## config.mk

```make
export PLATFORM = sky130hd
export DESIGN_NAME = instr_fetch_queue
export DESIGN_NICKNAME = d
export VERILOG_FILES = /design/src/rtl/instr_fetch_queue.sv
export SDC_FILE = /design/constraint.sdc
export NUM_CORES = 1
export LEC_CHECK = 0
export ABC_CLOCK_PERIOD_IN_PS = 3100
export CORE_MARGIN = 4
export CORE_UTILIZATION = 32
export CTS_CLUSTER_DIAMETER = 150
export CTS_CLUSTER_SIZE = 30
export DETAILED_ROUTE_END_ITERATION = 10
export REMOVE_ABC_BUFFERS = 1
export SETUP_SLACK_MARGIN = 0.4
export SLEW_MARGIN = 20
export SYNTH_ARGS = -nofsm -noshare
export SYNTH_HDL_FRONTEND = slang
export SYNTH_SLANG_ARGS = --single-unit
```

## constraint.sdc

```tcl
create_clock -name clk -period 3.1 [get_ports clk]
set_input_delay 0.62 -clock clk [delete_from_list [all_inputs] [get_ports clk]]
set_output_delay 0.62 -clock clk [all_outputs]
set_load 0.01 [all_outputs]
```

## src/rtl/instr_fetch_queue.sv

```systemverilog
// Instruction fetch queue: issues sequential fetches, buffers returned words, and flushes on redirect.
// Optional feature macro: FETCH_MISALIGN_TRAP_EN (fault on misaligned redirect and stall fetch).
module instr_fetch_queue #(
    parameter int unsigned DEPTH    = 4,
    parameter logic [31:0] RESET_PC = 32'h0
) (
    input  logic        clk,
    input  logic        reset,
    output logic        imem_req,
    output logic [31:0] imem_addr,
    input  logic [31:0] imem_rdata,
    input  logic        redirect,
    input  logic [31:0] redirect_pc,
    output logic        out_valid,
    output logic [31:0] out_instr,
    output logic [31:0] out_pc,
    input  logic        out_ready,
    output logic        fetch_fault
);

    localparam int unsigned XLEN  = 32;
    localparam int unsigned PTR_W = (DEPTH > 1) ? $clog2(DEPTH) : 1;
    localparam int unsigned CNT_W = $clog2(DEPTH + 1);
    localparam int unsigned SUM_W = CNT_W + 1;
    localparam logic [XLEN-1:0] ALIGN_MASK = 32'hFFFF_FFFC;

    logic [XLEN-1:0]  mem_instr [DEPTH];
    logic [XLEN-1:0]  mem_pc    [DEPTH];

    logic [PTR_W-1:0] rd_ptr, rd_ptr_n;
    logic [PTR_W-1:0] wr_ptr, wr_ptr_n;
    logic [CNT_W-1:0] count, count_n;
    logic [CNT_W-1:0] occ_after_pop;
    logic             inflight, inflight_n;
    logic [XLEN-1:0]  inflight_pc, inflight_pc_n;
    logic [XLEN-1:0]  fetch_pc, fetch_pc_n;
    logic             fault_n;
    logic             out_valid_n;
    logic [XLEN-1:0]  out_instr_n, out_pc_n;
    logic             pop;
    logic             wr_en;

    assign imem_addr = fetch_pc;
    assign pop       = out_valid & out_ready;
    assign wr_en     = inflight & ~redirect;

    // Request whenever the response is guaranteed a free slot; redirect cycles never fetch.
    assign imem_req  = reset & ~fetch_fault & ~redirect &
                       ((SUM_W'(count) + SUM_W'(inflight)) < SUM_W'(DEPTH));

    always_comb begin
        rd_ptr_n      = rd_ptr;
        wr_ptr_n      = wr_ptr;
        count_n       = count;
        inflight_n    = inflight;
        inflight_pc_n = inflight_pc;
        fetch_pc_n    = fetch_pc;
        fault_n       = fetch_fault;
        out_valid_n   = out_valid;
        out_instr_n   = out_instr;
        out_pc_n      = out_pc;
        occ_after_pop = count - CNT_W'(pop);

        if (redirect) begin
            rd_ptr_n    = '0;
            wr_ptr_n    = '0;
            count_n     = '0;
            inflight_n  = 1'b0;
            out_valid_n = 1'b0;
            fetch_pc_n  = redirect_pc & ALIGN_MASK;
`ifdef FETCH_MISALIGN_TRAP_EN
            fault_n     = (redirect_pc[1:0] != 2'b00);
`else
            fault_n     = 1'b0;
`endif
        end else begin
            if (pop) begin
                rd_ptr_n = rd_ptr + PTR_W'(1);
            end
            if (wr_en) begin
                wr_ptr_n = wr_ptr + PTR_W'(1);
            end
            count_n       = occ_after_pop + CNT_W'(wr_en);
            inflight_n    = imem_req;
            inflight_pc_n = fetch_pc;
            if (imem_req) begin
                fetch_pc_n = fetch_pc + XLEN'(4);
            end
            // Next head comes from storage, or straight from the write when the queue drains.
            if (occ_after_pop != '0) begin
                out_valid_n = 1'b1;
                out_instr_n = mem_instr[rd_ptr_n];
                out_pc_n    = mem_pc[rd_ptr_n];
            end else if (wr_en) begin
                out_valid_n = 1'b1;
                out_instr_n = imem_rdata;
                out_pc_n    = inflight_pc;
            end else begin
                out_valid_n = 1'b0;
            end
        end
    end

    always_ff @(posedge clk or negedge reset) begin
        if (!reset) begin
            rd_ptr      <= '0;
            wr_ptr      <= '0;
            count       <= '0;
            inflight    <= 1'b0;
            inflight_pc <= '0;
            fetch_pc    <= RESET_PC;
            fetch_fault <= 1'b0;
            out_valid   <= 1'b0;
            out_instr   <= '0;
            out_pc      <= '0;
        end else begin
            rd_ptr      <= rd_ptr_n;
            wr_ptr      <= wr_ptr_n;
            count       <= count_n;
            inflight    <= inflight_n;
            inflight_pc <= inflight_pc_n;
            fetch_pc    <= fetch_pc_n;
            fetch_fault <= fault_n;
            out_valid   <= out_valid_n;
            out_instr   <= out_instr_n;
            out_pc      <= out_pc_n;
        end
    end

    // Queue storage needs no reset: occupancy gates every read.
    always_ff @(posedge clk) begin
        if (wr_en) begin
            mem_instr[wr_ptr] <= imem_rdata;
            mem_pc[wr_ptr]    <= inflight_pc;
        end
    end

endmodule
```

## After elaboration in Yosys (flattened, before gate mapping)

Memories as Yosys holds them, arrays and structs flattened.
Cells that the tools add are included.

| word-level totals | value |
|---|---|
| bits in registers | 137 |
| memories | 2 |
| input bits | 68 |
| output and inout port bits | 99 |
| memory bits (writable) | 256 |

| cells by class | value |
|---|---|
| reduce and logical (&&, ||, !) cells | 5 |
| bitwise logic cells | 5 |
| $add $sub $neg | 6 |
| mux-type cells | 17 |
| magnitude comparators | 1 |

Memories:

| name | depth | width | read ports | clocked after memory_dff | write ports | line | source |
|---|---|---|---|---|---|---|---|
| mem_instr | 4 | 32 | 1 | 0 | 1 | 27 | `logic [XLEN-1:0] mem_instr [DEPTH];` |
| mem_pc | 4 | 32 | 1 | 0 | 1 | 28 | `logic [XLEN-1:0] mem_pc [DEPTH];` |

Operator list:

| kind | count |
|---|---|
| two-way mux 32 bit | 6 |
| adder 32 x 3 -> 32 bit, second input constant | 1 |
| two-way mux 2 bit | 5 |
| nonzero test 2 bit | 3 |
| two-way mux 1 bit | 5 |
| adder 2 x 1 -> 2 bit, second input constant | 2 |
| adder 3 x 1 -> 4 bit | 1 |
| AND 1 bit | 4 |
| < comparator 4 x 3 -> 1 bit, second input constant | 1 |
| adder 3 x 1 -> 3 bit | 1 |
| two-way mux 3 bit | 1 |
| nonzero test 3 bit | 1 |
| subtractor 3 x 1 -> 3 bit | 1 |
| AND reduction 2 bit | 1 |
| NOT 1 bit | 1 |

## Depth between registers and ports, before layout

| depth | value |
|---|---|
| depth in word-level cells | 5 |
| mapped depth | 10 |
| mapped depth without buffers | 8 |

## Worst setup path before layout

No wires, ideal clock.

| timing path | value |
|---|---|
| kind | input-to-reg |
| from | in redirect |
| to | mem mem_instr[1][0] (enable) |
| path buffers | 0 |
| arrival | 2.353 ns |
| stages | 2 |
| path slack | 0.321 ns |
| data required time | 2.674 ns |
| cell sequence | nor2b_1 and2_1 |

| between the ends | value |
|---|---|
| word-level cells in the longest chain between the ends | 4 |

RTL lines:

| element | line | source |
|---|---|---|
| start: declaration | 12 | `input logic redirect,` |
| NOT 1 bit (no source line) | -- |  |
| AND 1 bit | 45 | `assign wr_en = inflight & ~redirect;` |
| two-way mux 1 bit | 132 | `if (wr_en) begin` |
| two-way mux 1 bit (implied by the code) | 133 | `mem_instr[wr_ptr] <= imem_rdata;` |
| end: declaration | 27 |  |

Every way passes these cells.

## Final worst setup path

| timing path | value |
|---|---|
| from | in reset |
| to | out imem_req |

| between the ends | value |
|---|---|
| word-level cells in the longest chain between the ends | 2 |

RTL lines:

| element | line | source |
|---|---|---|
| start: declaration | 8 | `input logic reset,` |
| AND 1 bit (2 in a row) | 48 | `assign imem_req = reset & ~fetch_fault & ~redirect &` |
| end: declaration | 9 | `output logic imem_req,` |

Every way passes these cells.

==> flow_summary.yaml <==
critical_path:
  path_cells: "dlygate4sd3_1, buf_6, nand3b_1, nor2_1, dlygate4sd2_1"
  end_kind: "output port"
  cp.depth: 5
  crit_path_top_delay_cell: "dlygate4sd3_1"
  r2r_end: "out_pc[30]"
  reg2reg_slack_ns: 0.74
  r2r_start: "out_valid"
  worstPathMaxFanout: 10
  arrival_ns: 1.98
  crit_type: "primary input to output port"
  ff2ff_path_depth: 10
  cpLargestDelayFamily: "buffers and inverters"
  cp_num_buf_inv: 3
  slowest_delay_ns: 0.60
  critPathCapture: "imem_req"
  crit_required_ns: 2.48
  worstSetupStartpointType: "primary input"
  startpoint: "reset"
place:
  placedCellCount: 2314
  gp_congestion: 0.796
  place_ws_ns: -0.0127
  hpwl_mm: 29.0
  io_buffers: 159
global_routing:
  track_usage_pct: 15.6
  grt_max_degree: 126
  grt_pass1_vias: 12400
  grt_pass1_wl_mm: 73.3
  overflow: 0
  grt_antenna_before_repair: 1
floorplanning:
  die_w_um: 243
  fp-row-count: 85
  core-area_um2: 54300
  io_pins: 167
  start_util_pct: 32.6
  dieArea_um2: 59100
  die_y_um: 243
final_layout:
  area_growth_pct: 17.9
  regArea_um2: 10700
  multi_input_area_um2: 6530
  drive_gt1_share_pct: 6.04
  instances_no_fill: 2345
  fin_nets: 1672
  num-fill-cells: 5163
timing:
  rsz0062_at_grt: "no"
  finalCritPeriodShare_pct: 83.8
  worst_pin_slew_ns: 0.973
  period_needed_ns: 2.60
  final-setup-viol-count: 0
  whs_ns: 0.535
  finClkSkew_ns: 0.0185
  drv_slew: 0
  hold_viol_final: 0
  relSlewSlack_pct: 35.2
  finalWorstSetupSlack_ns: 0.501
  fmax_mhz: 385
clocking:
  h-tree-depth: 1
  numCtsBuffers: 16
  ctsRootBufferMaster: "clkbuf_16"
  clkTransAtPathRegs_ns: 0.11
  cts_tree: "done"
  clk_path_buf_depth: 3
  clock_latency_ns: 0.53
  clock_sinks: 379
detailed_routing:
  routed_wl_mm: 47.7
  vias: 12300
  ant_nets: 0
  wl_per_cell_um: 20.4
  viasPerCell: 5.25
  dr.pass1.iters: 5
  drt_iter0_markers: 689
  drc: 0
pwr:
  power.density_nw_per_um2: 693
  p_leak_nw: 7.13
  total_power_mw: 14.5
  vdd_ir_drop_max_v: 0.000356
synthesis:
  synth-edff-count: 248
  netlist_area_um2: 17700
  synth_cell_types: 58
  yosysWarnings: 0
  ys_seq_area_share_pct: 60.6
  ys_seq_elements: 379
  synthArstFlopShare_pct: 34.6
  avgSynthCellArea_um2: 11.9
  synthCells: 1483
  yosys_most_used_dff: "edfxtp_1"
run:
  drv_cap: 0
worst_hold_path:
  hold_path.class: "primary input to flip-flop"
status:
  outcome: "finished clean"
sequential cells by signal, summed over array words and instances, names as in the netlist, 2 cells and up:
| signal | flops |
|---|---|
| mem_instr | 128 |
| mem_pc | 120 |
| out_instr | 32 |
| imem_addr | 30 |
| inflight_pc | 30 |
| out_pc | 30 |
| count | 3 |
| rd_ptr | 2 |
| wr_ptr | 2 |
tightest hold or removal path, delay by kind of cell:
kind | cells | cell delay, ns
buffers and inverters | 1 | 0.24
and+or+nand+nor | 2 | 0.16
through the flow:
stage	util [%]	setup TNS (ns)	area (um2)
6_report	38.4	0	20900
5_1_grt	38.4	0	20900
4_1_cts	38.4	0	20900
3_5_place_dp	37.5	-0.0357	20400
3_3_place_gp	37.5	0	20400
2_1_floorplan	-	-366.35	17200
cells by family after synthesis:
logic type	share of synthesized area, %
xor+xnor	0.594
flops	60.6
simple gates	13.0
mux	15.5
fa+ha+maj	0.636
compound gates	6.73
buf+inv	2.93
other cells	0.0212
final cells by class:
| cell class | count | area share, % |
|---|---|---|
| well taps | 739 | 4.43 |
| diodes | 1 | 0.0120 |
| clock buffers | 27 | 2.22 |
| multi-input cells | 990 | 31.3 |
| flip-flops and latches | 379 | 51.4 |
| clock inverters | 1 | 0.0779 |
| inverters | 12 | 0.234 |
| repair buffers | 196 | 10.3 |
layer usage:
metal  vias up  wire [um]  GRT usage (%)
li1       5732          -              -
met1      6133      21600           21.4
met2       384      22300           25.8
met3        65       2890           3.01
met4         0       1020           3.56
met5         -          0              0
report_power, final:
group | internal, mW | switching (mW) | total (mW)
registers | 6.07 | 0.615 | 6.69
clock network | 1.05 | 1.52 | 2.57
logic | 2.47 | 2.73 | 5.20
total | 9.60 | 4.86 | 14.5
what timing repair did:
item,in CTS,in global routing
endpoints found under the hold margin,6,0
hold buffers,1,0
buffers inserted,1,0
endpoints found under the setup margin,1,1
resized for setup,2,1
cells in the mapped netlist (all sizes together) (15+ instances only):
cell type / instances / area, um2
dfrtp: 131 / 3280
or4: 16 / 124
o22ai: 62 / 388
nand3: 140 / 701
a31oi: 77 / 482
mux2i: 249 / 2490
nor2: 25 / 93.8
clkbuf: 59 / 221
edfxtp: 248 / 7450
o21ai: 15 / 75.1
buf: 47 / 251
nand2: 276 / 1040
mux2: 22 / 248
worst min path at each step:
stage                        start       endpoint  slack, ns  cells past startpoint
after floorplan              reset       count[0]       0.32                      0
after global placement       reset   imem_addr[8]       0.45                      1
after detailed placement     reset   imem_addr[2]       0.45                      1
after CTS                 redirect  imem_addr[14]       0.52                      3
after global routing         reset   imem_addr[2]       0.55                      2
final                     redirect  imem_addr[14]       0.54                      3
cells in the final DEF, fill, tap and decap left out, drive strengths merged, types with 9 or more instances in the layout:
cell type      netlist  layout
nor2                25      25
nand2              276     276
o21ai               15      15
mux2i              249     249
nand4               14      14
clkbuf              59      27
inv                 11      10
a31oi               77      77
dfrtp              131     131
clkdlybuf4s50        0     156
mux2                22      22
ha                   9       9
o22ai               62      62
o31ai               12      12
edfxtp             248     248
or4                 16      16
nand3              140     140
buf                 47      38
Power figures use the tool's default switching activity.
